<file path="src/rtl/sal_bank_ctrl.sv">
`default_nettype none
// ============================================================================
// Module   : sal_bank_ctrl
// Purpose  : Single-bank DRAM command sequencer. Holds one read/write
//            request, then offers ACT / RD / WR / PRE commands to a
//            scheduler. Five down-counters enforce the minimum spacing
//            between dependent commands.
// Ports    : clk, rst_n (sync, active-low)
//            req_valid_i / req_ready_o / req_wr_i / req_row_i / req_col_i
//              - request intake (one-entry holding register)
//            cmd_valid_o / cmd_ready_i / cmd_type_o / cmd_row_o / cmd_col_o
//              - command offer to scheduler (00 ACT, 01 RD, 10 WR, 11 PRE)
//            bank_open_o / open_row_o - open-row status
// Options  : SAL_BANK_CLOSE_PAGE_EN - close-page policy (PRE after every
//            RD/WR). Undefined: open-page policy.
// Revision : 1.0 - initial release
// ============================================================================
module sal_bank_ctrl #(
   parameter int CNTR_WIDTH = 4,
   parameter int ROW_WIDTH  = 14,
   parameter int COL_WIDTH  = 10,
   parameter int T_RCD      = 3,
   parameter int T_RP       = 3,
   parameter int T_RAS      = 8,
   parameter int T_RTP      = 2,
   parameter int T_WTP      = 6
) (
   input  logic                 clk,
   input  logic                 rst_n,
   input  logic                 req_valid_i,
   output logic                 req_ready_o,
   input  logic                 req_wr_i,
   input  logic [ROW_WIDTH-1:0] req_row_i,
   input  logic [COL_WIDTH-1:0] req_col_i,
   output logic                 cmd_valid_o,
   input  logic                 cmd_ready_i,
   output logic [1:0]           cmd_type_o,
   output logic [ROW_WIDTH-1:0] cmd_row_o,
   output logic [COL_WIDTH-1:0] cmd_col_o,
   output logic                 bank_open_o,
   output logic [ROW_WIDTH-1:0] open_row_o
);

   localparam logic [1:0] c_st_closed  = 2'd0;
   localparam logic [1:0] c_st_open    = 2'd1;
`ifdef SAL_BANK_CLOSE_PAGE_EN
   localparam logic [1:0] c_st_closing = 2'd2;
`endif

   localparam logic [1:0] c_cmd_act = 2'b00;
   localparam logic [1:0] c_cmd_rd  = 2'b01;
   localparam logic [1:0] c_cmd_wr  = 2'b10;
   localparam logic [1:0] c_cmd_pre = 2'b11;

   // Counters load T-1 so that a command issued at cycle c unblocks its
   // dependant exactly at cycle c+T (counter reaches zero that cycle).
   localparam logic [CNTR_WIDTH-1:0] c_ld_rcd = CNTR_WIDTH'(T_RCD - 1);
   localparam logic [CNTR_WIDTH-1:0] c_ld_rp  = CNTR_WIDTH'(T_RP  - 1);
   localparam logic [CNTR_WIDTH-1:0] c_ld_ras = CNTR_WIDTH'(T_RAS - 1);
   localparam logic [CNTR_WIDTH-1:0] c_ld_rtp = CNTR_WIDTH'(T_RTP - 1);
   localparam logic [CNTR_WIDTH-1:0] c_ld_wtp = CNTR_WIDTH'(T_WTP - 1);
   localparam logic [CNTR_WIDTH-1:0] c_one    = CNTR_WIDTH'(1);
   localparam logic [CNTR_WIDTH-1:0] c_zero   = '0;

   logic [1:0]            r_state;
   logic                  r_held;
   logic                  r_wr;
   logic [ROW_WIDTH-1:0]  r_row;
   logic [COL_WIDTH-1:0]  r_col;
   logic [ROW_WIDTH-1:0]  r_open_row;
   logic [CNTR_WIDTH-1:0] r_cnt_rcd, r_cnt_rp, r_cnt_ras, r_cnt_rtp, r_cnt_wtp;

   logic                  w_valid;
   logic [1:0]            w_type;
   logic [ROW_WIDTH-1:0]  w_row;
   logic                  w_pre_ok;
   logic                  w_issue;
   logic                  w_capture;

   assign w_pre_ok  = (r_cnt_ras == c_zero) && (r_cnt_rtp == c_zero) &&
                      (r_cnt_wtp == c_zero);
   assign w_issue   = w_valid & cmd_ready_i;
   assign w_capture = req_valid_i & ~r_held;

   always_comb begin
      w_valid = 1'b0;
      w_type  = c_cmd_act;
      w_row   = r_open_row;
      case (r_state)
         c_st_closed: begin
            w_type  = c_cmd_act;
            w_row   = r_row;
            w_valid = r_held && (r_cnt_rp == c_zero);
         end
         c_st_open: begin
            if (r_row == r_open_row) begin
               w_type  = r_wr ? c_cmd_wr : c_cmd_rd;
               w_valid = r_held && (r_cnt_rcd == c_zero);
            end else begin
               w_type  = c_cmd_pre;
               w_valid = r_held && w_pre_ok;
            end
         end
`ifdef SAL_BANK_CLOSE_PAGE_EN
         // Precharge wins over any newly held request.
         c_st_closing: begin
            w_type  = c_cmd_pre;
            w_valid = w_pre_ok;
         end
`endif
         default: ;
      endcase
   end

   always_ff @(posedge clk) begin
      if (!rst_n) begin
         r_state    <= c_st_closed;
         r_held     <= 1'b0;
         r_wr       <= 1'b0;
         r_row      <= '0;
         r_col      <= '0;
         r_open_row <= '0;
         r_cnt_rcd  <= '0;
         r_cnt_rp   <= '0;
         r_cnt_ras  <= '0;
         r_cnt_rtp  <= '0;
         r_cnt_wtp  <= '0;
      end else begin
         // Saturating decrement; a load below overrides it.
         r_cnt_rcd <= (r_cnt_rcd != c_zero) ? r_cnt_rcd - c_one : c_zero;
         r_cnt_rp  <= (r_cnt_rp  != c_zero) ? r_cnt_rp  - c_one : c_zero;
         r_cnt_ras <= (r_cnt_ras != c_zero) ? r_cnt_ras - c_one : c_zero;
         r_cnt_rtp <= (r_cnt_rtp != c_zero) ? r_cnt_rtp - c_one : c_zero;
         r_cnt_wtp <= (r_cnt_wtp != c_zero) ? r_cnt_wtp - c_one : c_zero;

         if (w_capture) begin
            r_held <= 1'b1;
            r_wr   <= req_wr_i;
            r_row  <= req_row_i;
            r_col  <= req_col_i;
         end

         if (w_issue) begin
            case (w_type)
               c_cmd_act: begin
                  r_state    <= c_st_open;
                  r_open_row <= r_row;
                  r_cnt_rcd  <= c_ld_rcd;
                  r_cnt_ras  <= c_ld_ras;
               end
               c_cmd_rd: begin
                  r_held    <= 1'b0;
                  r_cnt_rtp <= c_ld_rtp;
`ifdef SAL_BANK_CLOSE_PAGE_EN
                  r_state   <= c_st_closing;
`endif
               end
               c_cmd_wr: begin
                  r_held    <= 1'b0;
                  r_cnt_wtp <= c_ld_wtp;
`ifdef SAL_BANK_CLOSE_PAGE_EN
                  r_state   <= c_st_closing;
`endif
               end
               default: begin
                  r_state  <= c_st_closed;
                  r_cnt_rp <= c_ld_rp;
               end
            endcase
         end
      end
   end

`ifdef SAL_BANK_CLOSE_PAGE_EN
   // A request can be captured while PRE is on offer; freeze the column
   // shown on the command bus until that PRE issues so the offer is stable.
   logic [COL_WIDTH-1:0] r_cmd_col;
   always_ff @(posedge clk) begin
      if (!rst_n) begin
         r_cmd_col <= '0;
      end else if (w_capture && (!w_valid || w_issue)) begin
         r_cmd_col <= req_col_i;
      end else if (w_issue) begin
         r_cmd_col <= r_col;
      end
   end
   assign cmd_col_o = r_cmd_col;
`else
   assign cmd_col_o = r_col;
`endif

   assign req_ready_o = ~r_held;
   assign cmd_valid_o = w_valid;
   assign cmd_type_o  = w_type;
   assign cmd_row_o   = w_row;
   assign bank_open_o = (r_state != c_st_closed);
   assign open_row_o  = r_open_row;

endmodule
`default_nettype wire
</file>
<file path="config.mk">
export PLATFORM = sky130hd
export DESIGN_NAME = sal_bank_ctrl
export DESIGN_NICKNAME = d
export VERILOG_FILES = /design/src/rtl/sal_bank_ctrl.sv
export SDC_FILE = /design/constraint.sdc
export NUM_CORES = 1
export LEC_CHECK = 0
export BUFFER_PORTS_ARGS = -buffer_cell sky130_fd_sc_hd__buf_2
export CAP_MARGIN = 0
export CORE_ASPECT_RATIO = 1.75
export CORE_UTILIZATION = 48
export DETAILED_ROUTE_END_ITERATION = 8
export PLACE_DENSITY = 0.76
export RECOVER_POWER = 50
export SLEW_MARGIN = 30
export SYNTH_ARGS = -nofsm -noshare
export SYNTH_HDL_FRONTEND = slang
export SYNTH_SLANG_ARGS = --single-unit
</file>
<file path="constraint.sdc">
create_clock -name clk -period 2.4 [get_ports clk]
set_input_delay 0.12 -clock clk [delete_from_list [all_inputs] [get_ports clk]]
set_output_delay 0.12 -clock clk [all_outputs]
set_load 0.02 [all_outputs]
</file>
==> After elaboration in Yosys (flattened, before gate mapping) <==
Index checks and enable logic that the tools add are counted.
{ "word_totals": {"reg_bits": 62, "output_inout_bits": 43, "elab_cells": 71, "in_bits": 29} }
{ "op_classes": {"reduce_logical": 22, "n_bitwise": 4, "n_eq_ne": 4, "n_addsub": 5, "muxes": 25} }
{ "ops": {"columns": ["op", "n"], "rows": [
  ["two-way mux 4 bit", 15],
  ["logical NOT 4 bit", 5],
  ["nonzero test 4 bit", 5],
  ["subtractor 4 x 1 -> 4 bit (second input constant)", 5],
  ["== test 14 bit", 1],
  ["two-way mux 14 bit", 1],
  ["two-way mux 2 bit", 3],
  ["logical AND 1 bit", 5],
  ["== test 2 x 1 -> 1 bit (second input constant)", 2],
  ["logical NOT 2 bit", 2],
  ["two-way mux 1 bit", 4],
  ["case mux 2 bit (2 select lines)", 1],
  ["AND reduction 2 bit", 2],
  ["OR reduction 3 bit", 1],
  ["bitwise AND 1 bit", 2],
  ["== test 2 bit (second input constant)", 1],
  ["inverter 1 bit", 2],
  ["case mux 1 bit (2 select lines)", 1],
  ["nonzero test 2 bit", 1],
  ["OR reduction 2 bit", 1]
]} }

==> Logic depth before layout (Yosys ltp) <==
Gate-level depths: netlist (run 1).
{ "depth": {"depth_word": 8, "ltp_mapped": 10, "ltp_nobuf": 10} }

==> Worst setup path before layout (run 1) <==
Ideal clock, no wire load.
{ "synth_timing": {"kind": "register to register", "startpoint": "register r_open_row[2] (netlist: open_row_o[2])", "endpoint": "register r_open_row[1] (netlist: open_row_o[1])", "period_less_slack_ps": 2468, "setup_time_ps": 72, "slack_ps": -68, "stages_incl_launch_ff": 11, "path_buffers": 1, "t_required_ps": 2328, "t_arrival_ps": 2397, "path_cell_list": "dfxtp_1 -> xnor2_1 -> nand4_1 -> nor4_4 -> nand2_1 -> nand2_1 -> ha_1 -> nand4_1 -> mux2i_1 -> buf_6 -> mux2i_1"} }
{ "synth_via": {"elab_chain_len": 5, "word_cells_on_any_way": 8, "classes_between": "1 x eq/ne; 4 x mux; 1 x bitwise; 2 x reduce/logical"} }
{ "synth_lines": {"columns": ["item", "line_no", "rtl"], "rows": [
  ["start: declaration", "70", "logic [ROW_WIDTH-1:0] r_open_row;"],
  ["start signal: assignment", "147", "r_open_row <= r_row;"],
  ["== test 14 bit *", "96", "if (r_row == r_open_row) begin"],
  ["two-way mux 1 bit or two-way mux 2 bit (tied branches)", "96", null],
  ["case mux 1 bit (2 select lines) or two-way mux 2 bit (tied branches)", "89", "case (r_state)"],
  ["bitwise AND 1 bit or logical NOT 2 bit (tied branches)", "82, 144", null],
  ["AND reduction 2 bit (no line) *", null, null]
]} }
Mark *: on every way between the ends. The rest lies on a longest branch, timed or not.
A chain may end at the register's enable or synchronous reset.

==> Final worst setup path (run 1) <==
{ "layout_timing": {"startpoint": "register r_row[0]", "endpoint": "register r_open_row[7] (netlist: open_row_o[7])"} }
{ "layout_via": {"elab_chain_len": 5, "word_cells_on_any_way": 8, "classes_between": "1 x eq/ne; 4 x mux; 1 x bitwise; 2 x reduce/logical"} }
{ "layout_lines": {"columns": ["item", "line_no", "rtl"], "rows": [
  ["start: declaration", "68", "logic [ROW_WIDTH-1:0] r_row;"],
  ["start signal: assignment", "139", "r_row <= req_row_i;"],
  ["== test 14 bit *", "96", null],
  ["two-way mux 1 bit or two-way mux 2 bit (tied branches)", "96", null],
  ["case mux 1 bit (2 select lines) or two-way mux 2 bit (tied branches)", "89", null],
  ["bitwise AND 1 bit or logical NOT 2 bit (tied branches)", "82, 144", null],
  ["AND reduction 2 bit (no line) *", null, null]
]} }
Marked as above.

==> metrics, run 1 <==
wire per inst=13.2 µm; Worst Hold Launch=req_row_i[5]; vias in the first global route=2,424; Fill cells=527; Slew @ Worst Pin=1.17 ns; CP Launch Type=register; Setup Skew=0.00628 ns; Crit. End Element=register; Post-synth EDFFs=0; Worst Path Max Fanout=7; area leader, netlist=dfxtp_1; sequential share of power=44.9%; Power Total=2.50 mW; first-pass GRT wire length=10.7 mm; status=completed; share of cells above drive strength 1=29.2%; Synth Cell Area=2940 µm²; number of setup violations in the final report=0; max-slew violations=0; clock root cell=clkbuf_8; Ant. Diodes=0; mux cell area share after synthesis=12.2%; post-synthesis cell count=343; Die H=105 µm; top_reg_cell synth=dfxtp_1; sw frac=29.8%; R2R Setup Slk=0.12 ns; Leakage Power=1.47 nW; NetSw=0.746 mW; 1st-iter DRT viols=98; Compound-Gate Fraction of Synth Area=13.6%; r2r startpoint=r_row[0]; Async SR Flop Fraction=0%; DRC=0; GR met2 Demand/Resource=38.2%; final instance area=3690 µm²; vias after detailed routing=2,571; fin crit share=95.2%; combinational family with the most area after synthesis=simple AND/OR/NAND/NOR gates; Final Non-Filler Cells=506; cell-internal power=1.76 mW; Synth Area in Simple Gates=23.6%; busiest grt layer=met2; Initial Utilization=49.9%; Initial DRT Pass Iterations=4; antenna-violating nets left=0; Max-Cap Viols=0; Hold Path Cell Cnt=3; top-count cell post-synth=nand2_1; Crit Path Class=register to register; I/O pins=72; fin nets=456; cts bufs inserted=9; Syn Area/Cell=8.56 µm²; DRT Wirelength=6.66 mm; Slew headroom=22.3%; IO Port Bufs=71; CTS tree=yes; CORE AREA=5880 µm²; main area contributors after synthesis=dfxtp_1 42%, nand2_1 14%, mux2i_1 6.5%, a21boi_0 6.4%, mux2_2 5.8%; placed cell count=486; Yosys top cell area share=41.6%; clock share of power=32.4%; global route total overflow=0; reg2reg end=open_row_o[7]; adder-cell share of the synthesized area=1.71%; minimum clock period=2.28 ns; initial antenna violation count=0; synthesized net count=376; largest net degree at the start of global routing=33; Seq/Total Area, Yosys=41.6%; Skew-Pair Late Insertion Delay=0.35 ns; WHS Endpoint=r_row[5]; GRT Overall Usage=22.1%; Post-DP HPWL=4.65 mm; Netlist cell types=35; power per cell area=677 nW/µm²; Setup TNS=0 ns; Yosys reg bits=61; Site Rows=37; Final Hold Vio Count=0; clk sinks=61; Final WS setup=0.116 ns; Comb power frac=22.7%; Post-synth top cells=106 x nand2_1, 61 x dfxtp_1, 25 x a21boi_0, 19 x mux2i_1, 16 x clkbuf_1; area post-placement=3430 µm²; RSZ-0062 raised after global routing=yes; hold crit path type=primary input to register; synth warn=0; die width=61.1 µm; worst slack, placed=0.0974 ns; synthesis-to-finish area growth=25.8%; Final GP Congestion=0.836; Reg clk slew, reported paths=0.06 ns; post-synthesis xor/xnor area fraction=4.18%; vias per inst=5.08; VDD IR-drop max=0.000666 V; fmax=0.438 GHz; H-tree Lvls=3; clock buffer depth=2; routing usage on met1=24.3%; die area=6440 µm²; worst r2r path cells=10; met3 Use GR=5.77%; Critical Path AT=2.56 ns; worst endpoint required time=2.68 ns
-- registers in the layout (all words and copies together), names as in the netlist --
register and count:
r_cnt_wtp 4, r_wr 1, r_cnt_rp 4, r_cnt_rtp 4, cmd_col_o 10, r_cnt_ras 4, open_row_o 14, r_held 1
r_row 14, r_state 1, r_cnt_rcd 4
-- layout by cell type (no fill, tap or decap), drive strengths merged --
cell	synthesis	layout
a211oi	1	1
a21boi	25	25
a21oi	9	9
and2	3	3
and4bb	1	1
buf	2	62
clkbuf	16	40
clkinv	0	1
dfxtp	61	61
ha	4	4
inv	2	2
mux2	15	15
mux2i	19	19
nand2	106	106
nand2b	1	1
nand3	5	5
nand3b	1	1
nand4	5	5
nor2	8	8
nor2b	5	5
nor3	4	4
nor3b	4	4
nor4	2	2
nor4b	2	2
o21a	4	4
o21ai	15	15
o311ai	1	1
o31a	1	1
o31ai	1	1
o41ai	1	1
or2	2	2
or3	1	1
or4	2	2
xnor2	14	14
-- critical path: stages, from the launching register on --
cell and delay, ns:
dfxtp_2 0.34, xnor2_1 0.16, nand4_1 0.15, nor4_4 0.33, nand2_1 0.13, nand2_2 0.12
ha_4 0.15, nand4_1 0.13, mux2i_4 0.30, buf_6 0.20, mux2i_1 0.18
-- per-stage QoR --
| stage | hold slack, ns | util [%] |
|---|---|---|
| 2_1_floorplan | 0.265 | - |
| 4_1_cts | 0.00293 | 61.2 |
| 6_report | 0.00765 | 62.8 |
| 5_1_grt | 0.0132 | 62.8 |
| 3_3_place_gp | 0.369 | 58.3 |
| 3_5_place_dp | 0.379 | 58.3 |
-- how the worst max path moves through the flow --
stage                   start       endpoint  slack (ns)  cells after the start
6_report             r_row[0]  open_row_o[7]        0.12                     10
3_5_place_dp   open_row_o[10]  open_row_o[7]         0.1                     10
5_1_grt         open_row_o[6]  open_row_o[7]       -0.05                     10
3_3_place_gp   open_row_o[10]  open_row_o[7]        0.19                     10
4_1_cts        open_row_o[11]  open_row_o[7]        0.10                     10
2_1_floorplan  open_row_o[10]  open_row_o[5]        0.02                     10
-- cells by family (layout without fill, tap and decap cells) --
group / Yosys count / after routing
AOI/OAI and AO/OA: 58 / 58
xor gates and xnor gates: 14 / 14
adders and majority gates: 4 / 4
DFF: 61 / 61
and+or+nand+nor: 152 / 152
muxes: 34 / 34
buffers and inverters: 20 / 105
-- power groups by stage --
stage / Clock [mW] / Combinational [mW] / Sequential [mW]
CTS: 0.830 / 0.532 / 1.12
global route: 0.873 / 0.613 / 1.13
detailed placement: 0 / 0.530 / 1.14
floorplan: 0 / 0.355 / 1.15
finish: 0.811 / 0.567 / 1.12
global placement: 0 / 0.522 / 1.14
-- per-layer routing --
layer	wire length [µm]	up-vias	share of wire, %
li1	-	1321	-
met1	2670	1193	40
met2	3600	48	54
met3	267	9	4.0
met4	127	0	1.9
met5	0	-	0
-- repair_timing --
action | in CTS | in global routing
setup endpoints to repair | 0 | 20
endpoints found under the hold margin | 0 | 0
resized for setup | 0 | 25
setup buffers | 0 | 3
hold buffers | 0 | 0
-- layout make-up --
cell class,count,area (µm²),share of cell area (%)
clock inverter,1,5.00,0.136
clock buffer,15,166,4.51
tap,78,97.6,2.64
multi-input combinational,262,1690,45.9
timing repair buffer,87,477,12.9
sequential,61,1250,33.7
inverter,2,7.51,0.203
No activity file was read; power rests on OpenSTA's default activity.
==> inputs of run 2 (changes only) <==
--- a/config.mk
+++ b/config.mk
@@ -5,12 +5,13 @@
 export SDC_FILE = /design/constraint.sdc
 export NUM_CORES = 1
 export LEC_CHECK = 0
-export BUFFER_PORTS_ARGS = -buffer_cell sky130_fd_sc_hd__buf_2
 export CAP_MARGIN = 0
 export CORE_ASPECT_RATIO = 1.75
-export CORE_UTILIZATION = 48
+export CORE_MARGIN = 2
+export CORE_UTILIZATION = 57
 export DETAILED_ROUTE_END_ITERATION = 8
-export PLACE_DENSITY = 0.76
+export DONT_BUFFER_PORTS = 1
+export PLACE_DENSITY = 0.75
 export RECOVER_POWER = 50
 export SLEW_MARGIN = 30
 export SYNTH_ARGS = -nofsm -noshare
==> metrics, run 2 (synthesis results as in run 1) <==
Slew @ Worst Pin=0.520 ns (-0.646 ns); first-pass GRT wire length=11.5 mm (+7.3%); Leakage Power=1.39 nW (-5.0%); Post-DP HPWL=4.33 mm (-7.0%); I/O pins=72 (unchanged); critical-path cell list=xnor2_2 > nand4_1 > nor4_4 > nand2b_1 > nand2_1 > ha_2 > nand4_1 > mux2i_4 > buf_8 > mux2i_1; wire per inst=16.0 µm (+21%); worst endpoint required time=2.65 ns (-0.03 ns); minimum clock period=2.39 ns (+0.109 ns); Ant. Diodes=0 (unchanged); initial antenna violation count=0 (unchanged); clock root cell=clkbuf_8; largest net degree at the start of global routing=79 (+140%); Final Hold Vio Count=0 (unchanged); vias per inst=5.74 (+13%); Die H=98.9 µm (-6.2%); Setup Skew=0.00780 ns (+0.00151 ns); most common cell after layout, fill and taps aside=nand2_1; placed cell count=405 (-17%); Initial DRT Pass Iterations=5 (+1); Final GP Congestion=0.778 (-7.0%); Storage cell area=1250 µm² (+0.40%); Worst Hold Margin=0.0139 ns (+0.00628 ns); synthesis-to-finish area growth=26.1%; IO Port Bufs=0 (-100%); 1st-iter DRT viols=85 (-13%); vias after detailed routing=2,607 (+1.4%); Slew headroom=65.1% (+43 points); Worst Path Max Fanout=6 (-1); global route total overflow=0 (unchanged); CTS tree=yes; fmax=0.418 GHz (-4.6%); CORE AREA=4980 µm² (-15%); Initial Utilization=59.0% (+9.0 points); R2R Setup Slk=0.007 ns (-0.11 ns); Critical Path AT=2.64 ns (+0.08 ns); Max-Cap Viols=0 (unchanged); VDD IR-drop max=0.000722 V (+8.5%); share of cells above drive strength 1=20.0% (-9.2 points); antenna-violating nets left=0 (unchanged); CP peak stage delay=0.36 ns (+0.02 ns); die area=5760 µm² (-11%); DRC=0 (unchanged); Skew-Pair Late Insertion Delay=0.34 ns (about the same); number of setup violations in the final report=0 (unchanged); hold crit path type=primary input to register; Final Non-Filler Cells=454 (-10%); RSZ-0062 raised after global routing=yes; DRT Wirelength=7.25 mm (+8.7%); Crit Path Class=register to register; Multi-input gate area=1680 µm² (-1.1%); status=completed; cts bufs inserted=9 (unchanged); Site Rows=34 (-8.1%); die width=58.2 µm (-4.7%); critical path's slowest cell=dfxtp_4; clk sinks=61 (unchanged); final core occ=74.4% (+12 points); Crit. End Element=register; max-slew violations=0 (unchanged); clock buffer depth=2 (unchanged); H-tree Lvls=3 (unchanged); power per cell area=696 nW/µm² (+2.7%); most frequent cells in the layout=106 x nand2_1, 45 x dfxtp_1, 26 x dlygate4sd3_1, 25 x a21boi_0; Reg clk slew, reported paths=0.07 ns (about the same); vias in the first global route=2,573 (+6.1%); GRT Overall Usage=25.6% (+3.4 points); Fill cells=343 (-35%); CP Launch Type=register; most used cell, CP=nand4_1; fin crit share=99.7% (+4.6 points); fin nets=430 (-5.7%)
run 2: changes by cell type in the layout (fill, tap and decap cells not counted), sizes merged:
cell         previous run  this run
buf                    62        21
dlygate4sd3             0        26
clkbuf                 40        26
bufinv                  0         1
run 2: cell type report:
type | count | share of cell area (%)
repair buffers | 61 | 14.1
inverters | 2 | 0.203
clock inverters | 2 | 0.946
multi-input cells | 262 | 45.3
flip-flops and latches | 61 | 33.8
clock buffers | 12 | 3.92
well taps | 54 | 1.82
run 2: timing repair:
action                                  in CTS  in global routing
gates cloned                                 0                  2
hold endpoints to repair                    60                  0
endpoints found under the setup margin       2                 22
hold buffers                                27                  0
gates resized for setup                      1                 24
buffers inserted                             0                  6
pin swaps                                    0                  4
run 2: metrics by stage:
step / setup TNS, ns / area, µm² / total power, mW / worst slack [ns]
after floorplan: 0 / 2940 / 1.50 / 0.0169
after global placement: 0 / 3140 / 1.60 / 0.170
after detailed placement: 0 / 3140 / 1.61 / 0.0259
after CTS: 0 / 3610 / 2.54 / 0.0207
after global routing: -1.88 / 3700 / 2.67 / -0.131
final: 0 / 3700 / 2.58 / 0.00684
run 2: critical path, delay by kind of cell (launching register included):
kind,cells,cell delay (ns)
and+or+nand+nor,5,0.88
muxes,2,0.53
DFF,1,0.36
adders and majority gates,1,0.21
buffers and inverters,1,0.18
xor gates and xnor gates,1,0.15
run 2: metal layers:
| metal | vias to the layer above | GRT usage (%) | wire length [µm] |
|---|---|---|---|
| met5 | - | 0 | 0 |
| met4 | 0 | 10.0 | 173 |
| met3 | 14 | 7.09 | 403 |
| met2 | 79 | 46.8 | 4030 |
| met1 | 1242 | 26.5 | 2640 |
| li1 | 1272 | - | - |
run 2: final timing paths:
check / startpoint / endpoint / depth (start not counted)
worst min-delay path: rst_n / r_cnt_ras[3] / 1
worst min register to register: r_cnt_rcd[0] / r_cnt_rcd[0] / 1
worst max-delay path: r_row[13] / open_row_o[0] / 10
worst max register to register: r_row[13] / open_row_o[0] / 10
run 2: report_power, final:
group	switching, mW	total, mW	internal (mW)
Combinational	0.302	0.572	0.270
Sequential	0.0683	1.13	1.06
Clock	0.376	0.871	0.496
Total	0.746	2.58	1.83
